## src/rtl/wb_rr_arbiter.sv

```systemverilog
// wb_rr_arbiter: N-master Wishbone classic shared-bus arbiter, round-robin or fixed priority.
// Define WB_ARB_TIMEOUT_EN to build the bus-timeout watchdog that drives m_wb_err.
module wb_rr_arbiter #(
  parameter int unsigned num_masters    = 2,
  parameter int unsigned addr_width     = 32,
  parameter int unsigned data_width     = 32,
  parameter int unsigned strobe_width   = data_width / 8,
  parameter int unsigned fixed_priority = 0,
  parameter int unsigned timeout_cycles = 255
) (
  input  logic                                clock,
  input  logic                                reset,
  input  logic [num_masters*addr_width-1:0]   m_wb_adr,
  input  logic [num_masters*data_width-1:0]   m_wb_datwr,
  input  logic [num_masters-1:0]              m_wb_we,
  input  logic [num_masters-1:0]              m_wb_stb,
  input  logic [num_masters-1:0]              m_wb_cyc,
  input  logic [num_masters*strobe_width-1:0] m_wb_sel,
  output logic [data_width-1:0]               m_wb_datrd,
  output logic [num_masters-1:0]              m_wb_ack,
  output logic [num_masters-1:0]              m_wb_err,
  output logic [addr_width-1:0]               s_wb_adr,
  output logic [data_width-1:0]               s_wb_datwr,
  input  logic [data_width-1:0]               s_wb_datrd,
  output logic                                s_wb_we,
  output logic                                s_wb_stb,
  output logic                                s_wb_cyc,
  output logic [strobe_width-1:0]             s_wb_sel,
  input  logic                                s_wb_ack,
  output logic [num_masters-1:0]              grant
);

  localparam int unsigned NM    = num_masters;
  localparam int unsigned IDX_W = $clog2(num_masters);

  if (num_masters < 2 || timeout_cycles < 1 || timeout_cycles > 65535) begin : g_cfg_check
    $error("wb_rr_arbiter: need num_masters >= 2 and timeout_cycles in 1..65535");
  end

  typedef enum logic {IDLE = 1'b0, BUSY = 1'b1} state_e;

  state_e           state_q, state_d;
  logic [IDX_W-1:0] gidx_q, gidx_d;
  logic [IDX_W-1:0] last_q, last_d;
  logic [NM-1:0]    grant_q, grant_d;
  logic [IDX_W-1:0] win_idx_c;
  logic             win_found_c;
  logic             own_cyc_c;
  logic             own_stb_c;
  logic             timeout_c;

  // Winner search: from last+1 wrapping (round-robin) or from index 0 (fixed priority).
  always_comb begin
    int unsigned idx;
    idx         = 0;
    win_idx_c   = '0;
    win_found_c = 1'b0;
    for (int unsigned k = 0; k < NM; k++) begin
      idx = (fixed_priority != 0) ? k : (32'(last_q) + 32'd1 + k) % NM;
      if (!win_found_c && m_wb_cyc[IDX_W'(idx)]) begin
        win_found_c = 1'b1;
        win_idx_c   = IDX_W'(idx);
      end
    end
  end

  assign own_cyc_c = m_wb_cyc[gidx_q];
  assign own_stb_c = m_wb_stb[gidx_q];

`ifdef WB_ARB_TIMEOUT_EN
  logic [15:0] tcnt_q, tcnt_d;

  // Watchdog counts strobed cycles without an ack since grant or the last ack.
  always_comb begin
    tcnt_d = tcnt_q;
    if (state_q == IDLE || s_wb_ack) begin
      tcnt_d = '0;
    end else if (s_wb_stb) begin
      tcnt_d = tcnt_q + 16'd1;
    end
  end

  always_ff @(posedge clock or posedge reset) begin
    if (reset) begin
      tcnt_q <= '0;
    end else begin
      tcnt_q <= tcnt_d;
    end
  end

  assign timeout_c = (state_q == BUSY) && (tcnt_q == 16'(timeout_cycles));
`else
  assign timeout_c = 1'b0;
`endif

  always_ff @(posedge clock or posedge reset) begin
    if (reset) begin
      state_q <= IDLE;
      gidx_q  <= '0;
      last_q  <= IDX_W'(NM - 1);
      grant_q <= '0;
    end else begin
      state_q <= state_d;
      gidx_q  <= gidx_d;
      last_q  <= last_d;
      grant_q <= grant_d;
    end
  end

  always_comb begin
    state_d = state_q;
    gidx_d  = gidx_q;
    last_d  = last_q;
    grant_d = grant_q;
    case (state_q)
      IDLE: begin
        if (win_found_c) begin
          state_d = BUSY;
          gidx_d  = win_idx_c;
          grant_d = NM'(1) << win_idx_c;
        end
      end
      BUSY: begin
        if (!own_cyc_c || timeout_c) begin
          state_d = IDLE;
          grant_d = '0;
          last_d  = gidx_q;
        end
      end
      default: state_d = IDLE;
    endcase
  end

  // Owner's slice reaches the slave only while BUSY; a timeout cuts cyc/stb on its cycle.
  always_comb begin
    s_wb_adr   = '0;
    s_wb_datwr = '0;
    s_wb_we    = 1'b0;
    s_wb_stb   = 1'b0;
    s_wb_cyc   = 1'b0;
    s_wb_sel   = '0;
    m_wb_ack   = '0;
    m_wb_err   = '0;
    if (state_q == BUSY) begin
      s_wb_adr         = m_wb_adr[32'(gidx_q) * addr_width +: addr_width];
      s_wb_datwr       = m_wb_datwr[32'(gidx_q) * data_width +: data_width];
      s_wb_sel         = m_wb_sel[32'(gidx_q) * strobe_width +: strobe_width];
      s_wb_we          = m_wb_we[gidx_q];
      s_wb_cyc         = own_cyc_c & ~timeout_c;
      s_wb_stb         = own_stb_c & ~timeout_c;
      m_wb_ack[gidx_q] = s_wb_ack;
      m_wb_err[gidx_q] = timeout_c;
    end
  end

  assign grant      = grant_q;
  assign m_wb_datrd = s_wb_datrd;

endmodule

```

## config.mk

```make
export PLATFORM = sky130hd
export DESIGN_NAME = wb_rr_arbiter
export DESIGN_NICKNAME = d
export VERILOG_FILES = /design/src/rtl/wb_rr_arbiter.sv
export SDC_FILE = /design/constraint.sdc
export NUM_CORES = 1
export LEC_CHECK = 0
export CORE_AREA = 2 2 112 114
export DETAILED_ROUTE_END_ITERATION = 8
export DIE_AREA = 0 0 114 116
export GPL_ROUTABILITY_DRIVEN = 0
export MAX_ROUTING_LAYER = met4
export SKIP_CTS_REPAIR_TIMING = 1
export SLEW_MARGIN = 5
export SYNTH_ARGS = -nofsm -noshare
export SYNTH_HDL_FRONTEND = slang
export SYNTH_SLANG_ARGS = --single-unit
export TNS_END_PERCENT = 10
```

## constraint.sdc

```tcl
create_clock -name clock -period 3.1 [get_ports clock]
set_input_delay 0.31 -clock clock [delete_from_list [all_inputs] [get_ports clock]]
set_output_delay 0.31 -clock clock [all_outputs]
set_load 0.05 [all_outputs]
```

[Word-level counts from Yosys, hierarchy flattened]
Cells that the tools add are included.
Cells by class
  shift-type cells: 4
  eq/ne operators: 2
  $add $sub $neg: 2
  muxes and demuxes: 29
  order comparisons: 4
  reduce and logical (&&, ||, !) cells: 6
  bitwise operators: 3
  multiply operators: 0
  divide/modulo/power cells: 0
Operators by type and width (number)
  $shiftx A64 B7 Y32: 2
  $mux W32: 2
  $mux W1: 20
  $shiftx A8 B4 Y4: 1
  $lt A1 B2 Y1 const B: 3
  $mux W2: 3
  $reduce_and A2 Y1: 3
  $mux W4: 1
  $ne A2 B2 Y1 const B: 2
  $pmux W2 S2: 1
  $add A1 B1 Y1 const B: 2
  $and A2 B2 Y2: 1
  $logic_and A1 B1 Y1: 2
  $not A1 Y1: 2
  $pmux W1 S2: 1
  $shl A1 B1 Y2 const A: 1
  $demux W1 S1: 1
  $ge A1 B1 Y1 const B: 1
  $logic_not A1 Y1: 1
Word-level totals
  input bits: 177
  memories kept: 0
  bits in latches: 0
  RAM bits: 0
  word-level logic and storage cells: 54
  ROM bits: 0
  bits in registers: 5

[Logic depth before layout (Yosys ltp)]
  word-level depth: 10
  mapped depth: 4

[Least setup slack after synthesis]
No wires, ideal clock.
  path type: reg-to-output
  from: register gidx_q
  to: output s_wb_adr[0]
  path slack: 1.351 ns
  stages on the path, launching flop included: 5
  arrival: 1.439 ns
  path through: dfrtp_1 -> buf_6 -> buf_4 -> mux2i_1 -> nor2_1
Between the ends
  word-level cells in the longest chain between the ends: 2
RTL lines
  start, declared: RTL line 43  | logic [IDX_W-1:0] gidx_q, gidx_d;
  start signal, assigned: RTL line 104  | gidx_q <= gidx_d;
  $shiftx A64 B7 Y32: RTL line 145  | s_wb_adr = m_wb_adr[32'(gidx_q) * addr_width +: addr_width];
  $mux W32: RTL line 144  | if (state_q == BUSY) begin
  end, declared: RTL line 22  | output logic [addr_width-1:0] s_wb_adr,
No other way between the ends.

[Final worst setup path]
  from: register gidx_q
  to: output s_wb_datwr[4]
Between the ends
  word-level cells in the longest chain between the ends: 2
RTL lines
  $shiftx A64 B7 Y32: RTL line 146  | s_wb_datwr = m_wb_datwr[32'(gidx_q) * data_width +: data_width];
  $mux W32: RTL line 144
  end, declared: RTL line 23  | output logic [data_width-1:0] s_wb_datwr,
No other way between the ends.

==> flow_summary_export.csv <==
group,metric,value,unit
outcome,status,"finished clean",
timing,setup_viol_count_final,0,
synth,yosysSeqAreaShare,0.0798,
job,cap_violations,0,
finish,fillers,1242,
power_and_ir_drop,seqPwrFrac,0.065,
finish,final_common_cell,"clkdlybuf4s50_1",
finish,nNetsFinal,577,
timing,fin_crit,2.53,ns
grt,top_usage_layer,"met2",
power_and_ir_drop,switching_power,1.53,mW
grt,grt.overflow.total,0,
clock_tree,clock-sinks,5,
place,port_buffers,219,
die,rows,40,
timing,tns,0,ns
synth,yosys_warnings,0,
drt,drc,0,
place,dpl.hpwl,6.01,mm
die,coreArea,11900,um^2
drt,drt_first_pass_iters,4,
grt,grt_usage,0.0978,
grt,grt_max_degree,74,
critical_path,path_max_fanout,22,
worst_hold_path,hold_class,"in -> async",
critical_path,crit_path_start_kind,"register",
power_and_ir_drop,comb_power_share,0.857,
synth,netlist_instances,221,
timing,rsz0062_at_grt,"no",
drt,drtIter0Drc,42,
synth,syn_area,1580,um^2
finish,drive_gt1_frac,0.0276,
drt,wl,7.18,mm
clock_tree,cts_tree,"built",
synth,synth_cell_types,19,
place,dp_cells,542,
critical_path,crit_required,2.79,ns
clock_tree,insertion_delay,0.23,ns
grt,grt_pass1_vias,2130,
timing,worst_pin_slew,0.558,ns
grt,antenna_found_initial,0,
clock_tree,clkSlewWorstSetupHoldPaths,0.03,ns
grt,grt_pass1_wl,10.2,mm
timing,finalHoldViolations,0,
grt,grt_use_met1,0.103,
synth,ys_ff_latch,5,
clock_tree,cts_inserted_buffers,3,
timing,fmax,0.396,GHz
critical_path,critical_path_class,"reg -> out",
clock_tree,clockBufferDepth,2,
timing,holdWs,0.296,ns
die,die_h,116,um
timing,slew_violations,0,
clock_tree,cts-root-buf,"clkbuf_16",
die,die_x,114,um
finish,final_cell_mix,"clkdlybuf4s50_1 (219), nor2_1 (75), mux2i_1 (71)",
synth,synth_top_area_share,0.449,
drt,via_per_inst,3.97,
timing,finalCritPeriodShare,0.815,
power_and_ir_drop,internal-power,1.19,mW
die,dieArea,13200,um^2
finish,seq_area,130,um^2
finish,num_antenna_cells,0,
clock_tree,htree_levels,1,
finish,area_growth,137,%
power_and_ir_drop,leakage,1.56,nW
power_and_ir_drop,p_sw_frac,0.563,
grt,grtUsageMet2,0.183,
drt,vias,2169,
finish,multi_input_area,1090,um^2
synth,yosys.area.top_type,"mux2i_1",
power_and_ir_drop,cellPowerDensity,725,nW/um^2
critical_path,cp-end-kind,"primary output",
drt,wire_per_inst,13.1,um
die,top_level_ports,286,
power_and_ir_drop,p_clk_frac,0.077,
timing,finClkSkew,0.00188,ns
finish,finalNonFillerCells,546,
synth,synthTopCellsByArea,"mux2i_1 (45%), buf_4 (19%), nor2_1 (18%)",
power_and_ir_drop,peakVddDrop,0.000392,V
critical_path,worstPathArrival,2.22,ns
die,start_util,0.133,
timing,maxSlewHeadroom,0.627,
grt,use_met3,0.0214,
synth,synth.avg_cell_area,7.17,um^2
drt,ant_nets,0,
-- layer usage --
layer | wire [um] | vias up
met1 | 2580 | 936
li1 | - | 1051
met3 | 806 | 23
met4 | 142 | 0
met2 | 3650 | 159
met5 | 0 | -
-- cell families after synthesis --
logic type	count (synthesis)	share of synthesized area
simple gates	82	0.198
mux	72	0.457
buf+inv	54	0.236
compound gates	7	0.0261
flops	5	0.0798
other cells	1	0.00237
-- stage by stage --
stage / area (um^2) / util / setup WS [ns] / power, mW
2_1_floorplan: 1590 / - / 1.35 / 1.86
3_3_place_gp: 3680 / 0.309 / 0.810 / 2.52
3_5_place_dp: 3680 / 0.309 / 0.798 / 2.53
4_1_cts: 3750 / 0.315 / 0.557 / 2.75
5_1_grt: 3750 / 0.315 / 0.455 / 2.86
6_report: 3750 / 0.315 / 0.574 / 2.72
-- worst paths after layout --
kind / start / end / slack (ns) / depth (start not counted)
worst max-delay path: gidx_q / s_wb_datwr[4] / 0.57 / 4
worst min-delay path: reset / state_q / 0.30 / 2
worst max register to register: gidx_q / grant[0] / 1.64 / 3
worst min register to register: grant[0] / grant[0] / 0.50 / 1
max in group asynchronous: reset / last_q / 2.55 / 2
min in group clock: grant[0] / grant[0] / 0.50 / 1
-- cell usage after synthesis (all sizes together) --
cell and number:
a22o 1, nor2 75, o21ai 3, buf 50, nor2b 1, nand3 1, nand2b 1, dfstp 1
a21oi 2, conb 1, mux2i 72, nand2 4, inv 4, dfrtp 4, o211ai 1
-- state kept, by name (all words and copies together) (netlist names) --
signal and flops:
grant 2, gidx_q 1, last_q 1, state_q 1
-- cell type report --
cell class / count / area share
clock buffer: 4 / 0.0210
inverter: 4 / 0.00400
multi-input combinational: 163 / 0.290
sequential: 5 / 0.0347
tap: 147 / 0.0490
timing repair buffer: 223 / 0.602
-- critical path: stages, from the launching register on --
cell	delay (ns)
dfrtp_4	0.67
buf_12	0.25
mux2i_1	0.09
nor2_1	0.11
clkdlybuf4s50_1	0.85
-- power by group through the flow --
stage          registers, mW  logic (mW)  clock network [mW]
6_report               0.178        2.33               0.211
5_1_grt                0.189        2.45               0.220
4_1_cts                0.180        2.36               0.213
3_5_place_dp           0.181        2.35                   0
3_3_place_gp           0.179        2.34                   0
2_1_floorplan          0.139        1.72                   0
No activity file was read; power rests on OpenSTA's default activity.
